--- config.mk ---
export PLATFORM = sky130hd
export DESIGN_NAME = lsb_queue
export DESIGN_NICKNAME = d
export VERILOG_FILES = /design/src/rtl/lsb_queue.sv
export SDC_FILE = /design/constraint.sdc
export NUM_CORES = 2
export LEC_CHECK = 0
export ABC_AREA = 1
export CAP_MARGIN = 20
export CELL_PAD_IN_SITES_DETAIL_PLACEMENT = 2
export CELL_PAD_IN_SITES_GLOBAL_PLACEMENT = 2
export CORE_UTILIZATION = 31
export CTS_CLUSTER_SIZE = 8
export DETAILED_ROUTE_END_ITERATION = 6
export PLACE_DENSITY_LB_ADDON = 0.1
export SYNTH_ARGS = -nofsm -noshare
export SYNTH_HDL_FRONTEND = slang
export SYNTH_SLANG_ARGS = --single-unit
--- constraint.sdc ---
create_clock -name clk -period 3.4 [get_ports clk]
set_input_delay 0.34 -clock clk [delete_from_list [all_inputs] [get_ports clk]]
set_output_delay 0.34 -clock clk [all_outputs]
set_load 0.02 [all_outputs]
--- src/rtl/lsb_queue.sv ---
// Load/store buffer: in-order circular queue of memory ops feeding a single-outstanding cache port.
// Define LSB_ISSUE_BYPASS_EN to let an enqueuing entry capture same-cycle broadcasts.
module lsb_queue #(
  parameter int DEPTH = 8,
  parameter int ROB_W = 4
) (
  input  logic             clk,
  input  logic             rst,
  input  logic             rdy,
  output logic             lsb_full,
  input  logic             issue_valid,
  input  logic             issue_is_load,
  input  logic [2:0]       issue_op,
  input  logic [31:0]      issue_imm,
  input  logic [31:0]      issue_v1,
  input  logic [31:0]      issue_v2,
  input  logic             issue_dep1,
  input  logic             issue_dep2,
  input  logic [ROB_W-1:0] issue_q1,
  input  logic [ROB_W-1:0] issue_q2,
  input  logic [ROB_W-1:0] issue_rob_id,
  input  logic             cdb_valid,
  input  logic [ROB_W-1:0] cdb_rob_id,
  input  logic [31:0]      cdb_value,
  input  logic             rob_clear,
  input  logic [ROB_W-1:0] rob_head_id,
  output logic             mem_req_valid,
  output logic             mem_req_is_load,
  output logic [2:0]       mem_req_op,
  output logic [31:0]      mem_req_addr,
  output logic [31:0]      mem_req_data,
  input  logic             mem_req_accept,
  input  logic             mem_done,
  input  logic [31:0]      mem_rdata,
  output logic             res_valid,
  output logic [ROB_W-1:0] res_rob_id,
  output logic [31:0]      res_value
);

  localparam int PTR_W = $clog2(DEPTH);
  localparam int CNT_W = PTR_W + 1;

  typedef enum logic [1:0] {ST_IDLE, ST_REQ, ST_WAIT, ST_DRAIN} state_t;

  typedef struct packed {
    logic             is_load;
    logic [2:0]       op;
    logic [31:0]      imm;
    logic [31:0]      v1;
    logic [31:0]      v2;
    logic             dep1;
    logic             dep2;
    logic [ROB_W-1:0] q1;
    logic [ROB_W-1:0] q2;
    logic [ROB_W-1:0] rob_id;
  } entry_t;

  logic [PTR_W-1:0] head_q, tail_q;
  logic [CNT_W-1:0] count_q, count_d;
  state_t           state_q;
  logic             req_valid_q, req_is_load_q;
  logic [2:0]       req_op_q;
  logic [31:0]      req_addr_q, req_data_q;
  logic [ROB_W-1:0] req_rob_id_q;
  logic             res_valid_q;
  logic [ROB_W-1:0] res_rob_id_q;
  logic [31:0]      res_value_q;

  logic             vld_w [DEPTH];
  entry_t           ent_w [DEPTH];
  entry_t           head_ent;
  entry_t           issue_ent;
  logic             head_ok, enq, deq;

  // Returns {dep, value} after matching a pending operand against both broadcast buses.
  function automatic logic [32:0] resolve(input logic dep, input logic [ROB_W-1:0] q,
                                          input logic [31:0] val);
    if (dep && cdb_valid && cdb_rob_id == q) return {1'b0, cdb_value};
    if (dep && res_valid_q && res_rob_id_q == q) return {1'b0, res_value_q};
    return {dep, val};
  endfunction

  always_comb begin
    issue_ent         = '0;
    issue_ent.is_load = issue_is_load;
    issue_ent.op      = issue_op;
    issue_ent.imm     = issue_imm;
    issue_ent.v1      = issue_v1;
    issue_ent.v2      = issue_v2;
    issue_ent.dep1    = issue_dep1;
    issue_ent.dep2    = issue_dep2;
    issue_ent.q1      = issue_q1;
    issue_ent.q2      = issue_q2;
    issue_ent.rob_id  = issue_rob_id;
`ifdef LSB_ISSUE_BYPASS_EN
    {issue_ent.dep1, issue_ent.v1} = resolve(issue_dep1, issue_q1, issue_v1);
    {issue_ent.dep2, issue_ent.v2} = resolve(issue_dep2, issue_q2, issue_v2);
`endif
  end

  assign head_ent = ent_w[head_q];
  assign head_ok  = vld_w[head_q] && !head_ent.dep1 && !head_ent.dep2 &&
                    (head_ent.is_load || head_ent.rob_id == rob_head_id);
  assign enq      = rdy && issue_valid && !rob_clear;
  assign deq      = rdy && !rob_clear && state_q == ST_IDLE && head_ok;
  assign count_d  = count_q + CNT_W'(enq) - CNT_W'(deq);

  for (genvar gi = 0; gi < DEPTH; gi++) begin : g_entry
    entry_t ent_q;
    logic   vld_q;

    always_ff @(posedge clk) begin
      if (rst) begin
        vld_q <= 1'b0;
        ent_q <= '0;
      end else if (rdy) begin
        if (rob_clear) begin
          vld_q <= 1'b0;
        end else if (enq && tail_q == PTR_W'(gi)) begin
          vld_q <= 1'b1;
          ent_q <= issue_ent;
        end else if (vld_q) begin
          if (deq && head_q == PTR_W'(gi)) vld_q <= 1'b0;
          {ent_q.dep1, ent_q.v1} <= resolve(ent_q.dep1, ent_q.q1, ent_q.v1);
          {ent_q.dep2, ent_q.v2} <= resolve(ent_q.dep2, ent_q.q2, ent_q.v2);
        end
      end
    end

    assign vld_w[gi] = vld_q;
    assign ent_w[gi] = ent_q;
  end

  always_ff @(posedge clk) begin
    if (rst) begin
      head_q        <= '0;
      tail_q        <= '0;
      count_q       <= '0;
      state_q       <= ST_IDLE;
      req_valid_q   <= 1'b0;
      req_is_load_q <= 1'b0;
      req_op_q      <= '0;
      req_addr_q    <= '0;
      req_data_q    <= '0;
      req_rob_id_q  <= '0;
      res_valid_q   <= 1'b0;
      res_rob_id_q  <= '0;
      res_value_q   <= '0;
    end else if (rdy) begin
      res_valid_q <= 1'b0;
      if (rob_clear) begin
        head_q  <= '0;
        tail_q  <= '0;
        count_q <= '0;
      end else begin
        if (enq) tail_q <= tail_q + PTR_W'(1);
        if (deq) head_q <= head_q + PTR_W'(1);
        count_q <= count_d;
      end
      case (state_q)
        ST_IDLE: begin
          if (deq) begin
            req_valid_q   <= 1'b1;
            req_is_load_q <= head_ent.is_load;
            req_op_q      <= head_ent.op;
            req_addr_q    <= head_ent.v1 + head_ent.imm;
            req_data_q    <= head_ent.is_load ? 32'd0 : head_ent.v2;
            req_rob_id_q  <= head_ent.rob_id;
            state_q       <= ST_REQ;
          end
        end
        ST_REQ: begin
          if (mem_req_accept) begin
            req_valid_q <= 1'b0;
            state_q     <= rob_clear ? ST_DRAIN : ST_WAIT;
          end else if (rob_clear) begin
            state_q <= ST_DRAIN;
          end
        end
        ST_WAIT: begin
          // A flush coinciding with completion simply drops the result.
          if (mem_done) begin
            state_q <= ST_IDLE;
            if (!rob_clear) begin
              res_valid_q  <= 1'b1;
              res_rob_id_q <= req_rob_id_q;
              res_value_q  <= req_is_load_q ? mem_rdata : 32'd0;
            end
          end else if (rob_clear) begin
            state_q <= ST_DRAIN;
          end
        end
        ST_DRAIN: begin
          if (mem_req_accept) req_valid_q <= 1'b0;
          if (mem_done) state_q <= ST_IDLE;
        end
        default: state_q <= ST_IDLE;
      endcase
    end
  end

  assign lsb_full        = (count_q == CNT_W'(DEPTH));
  assign mem_req_valid   = req_valid_q;
  assign mem_req_is_load = req_is_load_q;
  assign mem_req_op      = req_op_q;
  assign mem_req_addr    = req_addr_q;
  assign mem_req_data    = req_data_q;
  assign res_valid       = res_valid_q;
  assign res_rob_id      = res_rob_id_q;
  assign res_value       = res_value_q;

endmodule
==> flow_metrics.py <==
metrics = {
    "pwr": {
        "ir_worst_vdd_mv": 0.298,
        "power_mw": 29.0,
        "power.density_nw_per_um2": 416,
        "power_leakage_nw": 29.2,
    },
    "timing": {
        "finalSetupViolations": 1,
        "rsz0062_at_grt": "true",
        "fmax_mhz": 293,
        "whs_ps": 64.4,
        "timing.final.hold_violations": 0,
        "worst_slew_pin_slew_ps": 1140,
        "max-slew-margin-rel_pct": 24.2,
        "timing.final.ws_setup_ps": -17.3,
        "period_share_pct": 101,
        "layout_min_cycle_time_ps": 3420,
        "fin_worst_skew_ps": 33.6,
        "drv_slew": 0,
    },
    "synth": {
        "syn_nets": 8904,
        "async_flop_share_pct": 0,
        "netlist_area_um2": 56800,
        "synth_flop_cell": "dfxtp_1",
        "synth_edf_count": 0,
        "yosys_warnings": 0,
        "postSynthAreaPerCell_um2": 6.56,
        "ys_types": 50,
        "synth_seq_cells": 1042,
        "synthCells": 8660,
        "seq_area_frac_synth_pct": 36.7,
    },
    "cells_and_area": {
        "post-route-cell-area_um2": 69700,
        "multiInputGateArea_um2": 30500,
        "layout.nets": 9058,
        "register_area_um2": 20900,
        "drive_gt1_share_pct": 9.39,
        "instances_no_fill": 11200,
        "final_cell_mix": "o21ai_0, nor2_1, a21oi_1",
        "area_growth_pct": 22.8,
        "layout_commonest_cell": "o21ai_0",
        "fill_cells": 21300,
    },
    "clocking": {
        "htreeDepth": 4,
        "clkTransAtPathRegs_ps": 60,
        "clock-sinks": 1042,
        "tritoncts.num_buffers": 151,
        "clockBufferDepth": 3,
        "insertion_delay_ps": 840,
        "cts_tree": "built",
        "cts_hold_buf": 0,
        "cts_root_buffer": "clkbuf_16",
    },
    "global_route": {
        "grt-ovfl-total": 0,
        "grt_usage_pct": 33.5,
        "antenna_found_initial": 23,
        "grt_pass1_vias": 69800,
        "grt_max_degree": 137,
        "grt_pass1_wl_um": 468000,
    },
    "critical_path": {
        "worst-endpoint-arrival_ps": 4120,
        "endpoint_kind": "flop",
        "start_kind": "flop",
        "crit_fanout": 6,
        "worstPathRequired_ps": 4100,
        "critPathKind": "flop to flop",
    },
    "placement": {
        "dp_hpwl_um": 204000,
        "placedCellCount": 11000,
        "detailed_place.area_um2": 64400,
        "place_congestion": 0.879,
        "io_buffers": 300,
    },
    "routing": {
        "first_pass_iters": 5,
        "remaining_drc_errors": 0,
        "routedWlPerCell_um": 28.8,
        "first_iter_violations": 4331,
        "viasPerCell": 5.90,
        "final_antenna_net_count": 0,
        "wl_um": 324000,
        "num_vias": 66300,
    },
    "floorplan": {
        "row_count": 156,
        "dieHeight_um": 430,
        "ioPinCount": 301,
        "dieArea_um2": 185000,
        "start_util_pct": 31.3,
        "coreArea_um2": 181000,
        "fp.dieW_um": 430,
    },
    "run_status": {
        "status": "finished, violations left",
        "violations": "negative setup slack",
    },
    "hold_path": {
        "hold_class": "input pin to flop",
    },
    "run": {
        "max-cap-violations": 0,
    },
}
Yosys cell counts (3+ instances only):
master | count | area share (%)
a211oi_1 | 103 | 1.4
buf_4 | 19 | 0.25
inv_2 | 19 | 0.13
nand4_1 | 15 | 0.17
o2111ai_1 | 9 | 0.14
o21ai_0 | 1567 | 14
buf_2 | 167 | 1.5
inv_1 | 680 | 4.5
o211ai_1 | 286 | 3.8
a21o_1 | 4 | 0.053
xor2_1 | 19 | 0.29
a31oi_1 | 67 | 0.74
o21ai_1 | 78 | 0.69
a21oi_1 | 1199 | 11
nor3_4 | 3 | 0.086
o21a_1 | 3 | 0.040
buf_6 | 3 | 0.059
nand3_1 | 120 | 1.1
o211a_1 | 5 | 0.088
ha_1 | 48 | 1.1
clkbuf_1 | 525 | 3.5
nor2_1 | 1217 | 8.0
xnor2_1 | 28 | 0.43
nand2_1 | 1111 | 7.3
nor4_1 | 16 | 0.18
nand3_2 | 4 | 0.070
buf_1 | 98 | 0.65
o221ai_1 | 96 | 1.5
o22ai_1 | 57 | 0.63
a221oi_1 | 7 | 0.11
dfxtp_1 | 1042 | 37
nor3_1 | 16 | 0.14
timing repair:
action / in CTS / in global routing
pin swaps: 0 / 19
cloned: 1 / 14
endpoints found under the hold margin: 0 / 0
endpoints found under the setup margin: 9 / 25
buffers inserted: 1 / 31
gates resized for setup: 12 / 120
kinds of logic after synthesis:
logic type | share of synthesized area, %
AOI/OAI and AO/OA | 33.6
and+or+nand+nor | 17.3
buffers and inverters | 10.5
DFF | 36.7
adders and majority gates | 1.13
xor gates and xnor gates | 0.724
per-stage QoR:
stage | utilization [%] | TNS, ps | worst slack, ps
floorplan | - | 0 | 3.82
global placement | 35.5 | 0 | 25.6
detailed placement | 35.5 | -243 | -89.5
CTS | 37.9 | -26.1 | -21.1
global route | 38.5 | -830 | -154
finish | 38.5 | -17.3 | -17.3
metal layers:
layer	GRT usage, %	part of all wire [%]	vias to the layer above
li1	-	-	29500
met1	41.8	43	34200
met2	56.7	48	1935
met3	3.86	4.3	672
met4	17.3	5.1	2
met5	0	0.0028	-
area by class of cell:
cell class | count | area share (%)
diodes | 14 | 0.0502
flip-flops and latches | 1042 | 29.9
inverters | 700 | 3.84
clock inverters | 13 | 0.298
repair inverters | 2 | 0.0251
multi-input cells | 6104 | 43.7
clock buffers | 177 | 5.70
repair buffers | 813 | 12.2
well taps | 2370 | 4.25
state kept, by name (all words and copies together) (netlist names), 2 cells and up:
| name | flops |
|---|---|
| g_entry.vld_q | 8 |
| res_rob_id | 4 |
| count_q | 4 |
| mem_req_addr | 32 |
| mem_req_data | 32 |
| mem_req_op | 3 |
| req_rob_id_q | 4 |
| head_q | 3 |
| tail_q | 3 |
| state_q | 2 |
| res_value | 32 |
| ent_w | 912 |
power by group:
group	total, mW	internal (mW)	switching [mW]
clock	14.4	8.19	6.25
combinational	2.20	0.723	1.48
sequential	12.3	12.3	0.0606
critical path: stages (launching register included):
cell and delay, ps:
dfxtp_4 440, clkinv_8 70, buf_4 170, buf_4 140, nor2_1 120, o22ai_1 130
nor2_1 130, a31oi_1 70, buf_4 190, ha_4 180, fa_2 400, nand3_1 110
nand3_2 150, a21boi_2 250, o21ai_4 100, a21o_1 230, buf_4 150, xnor2_1 130
a21oi_1 80
final timing paths:
kind / cells after the start / from / slack, ps / endpoint
setup reg to reg: 18 / head_q[0] / -20 / mem_req_addr[14]
hold reg to reg: 2 / ent_w[562] / 450 / ent_w[562]
setup / recovery: 18 / head_q[0] / -20 / mem_req_addr[14]
hold / removal: 2 / rst / 60 / res_value[7]
Power figures use the tool's default switching activity.
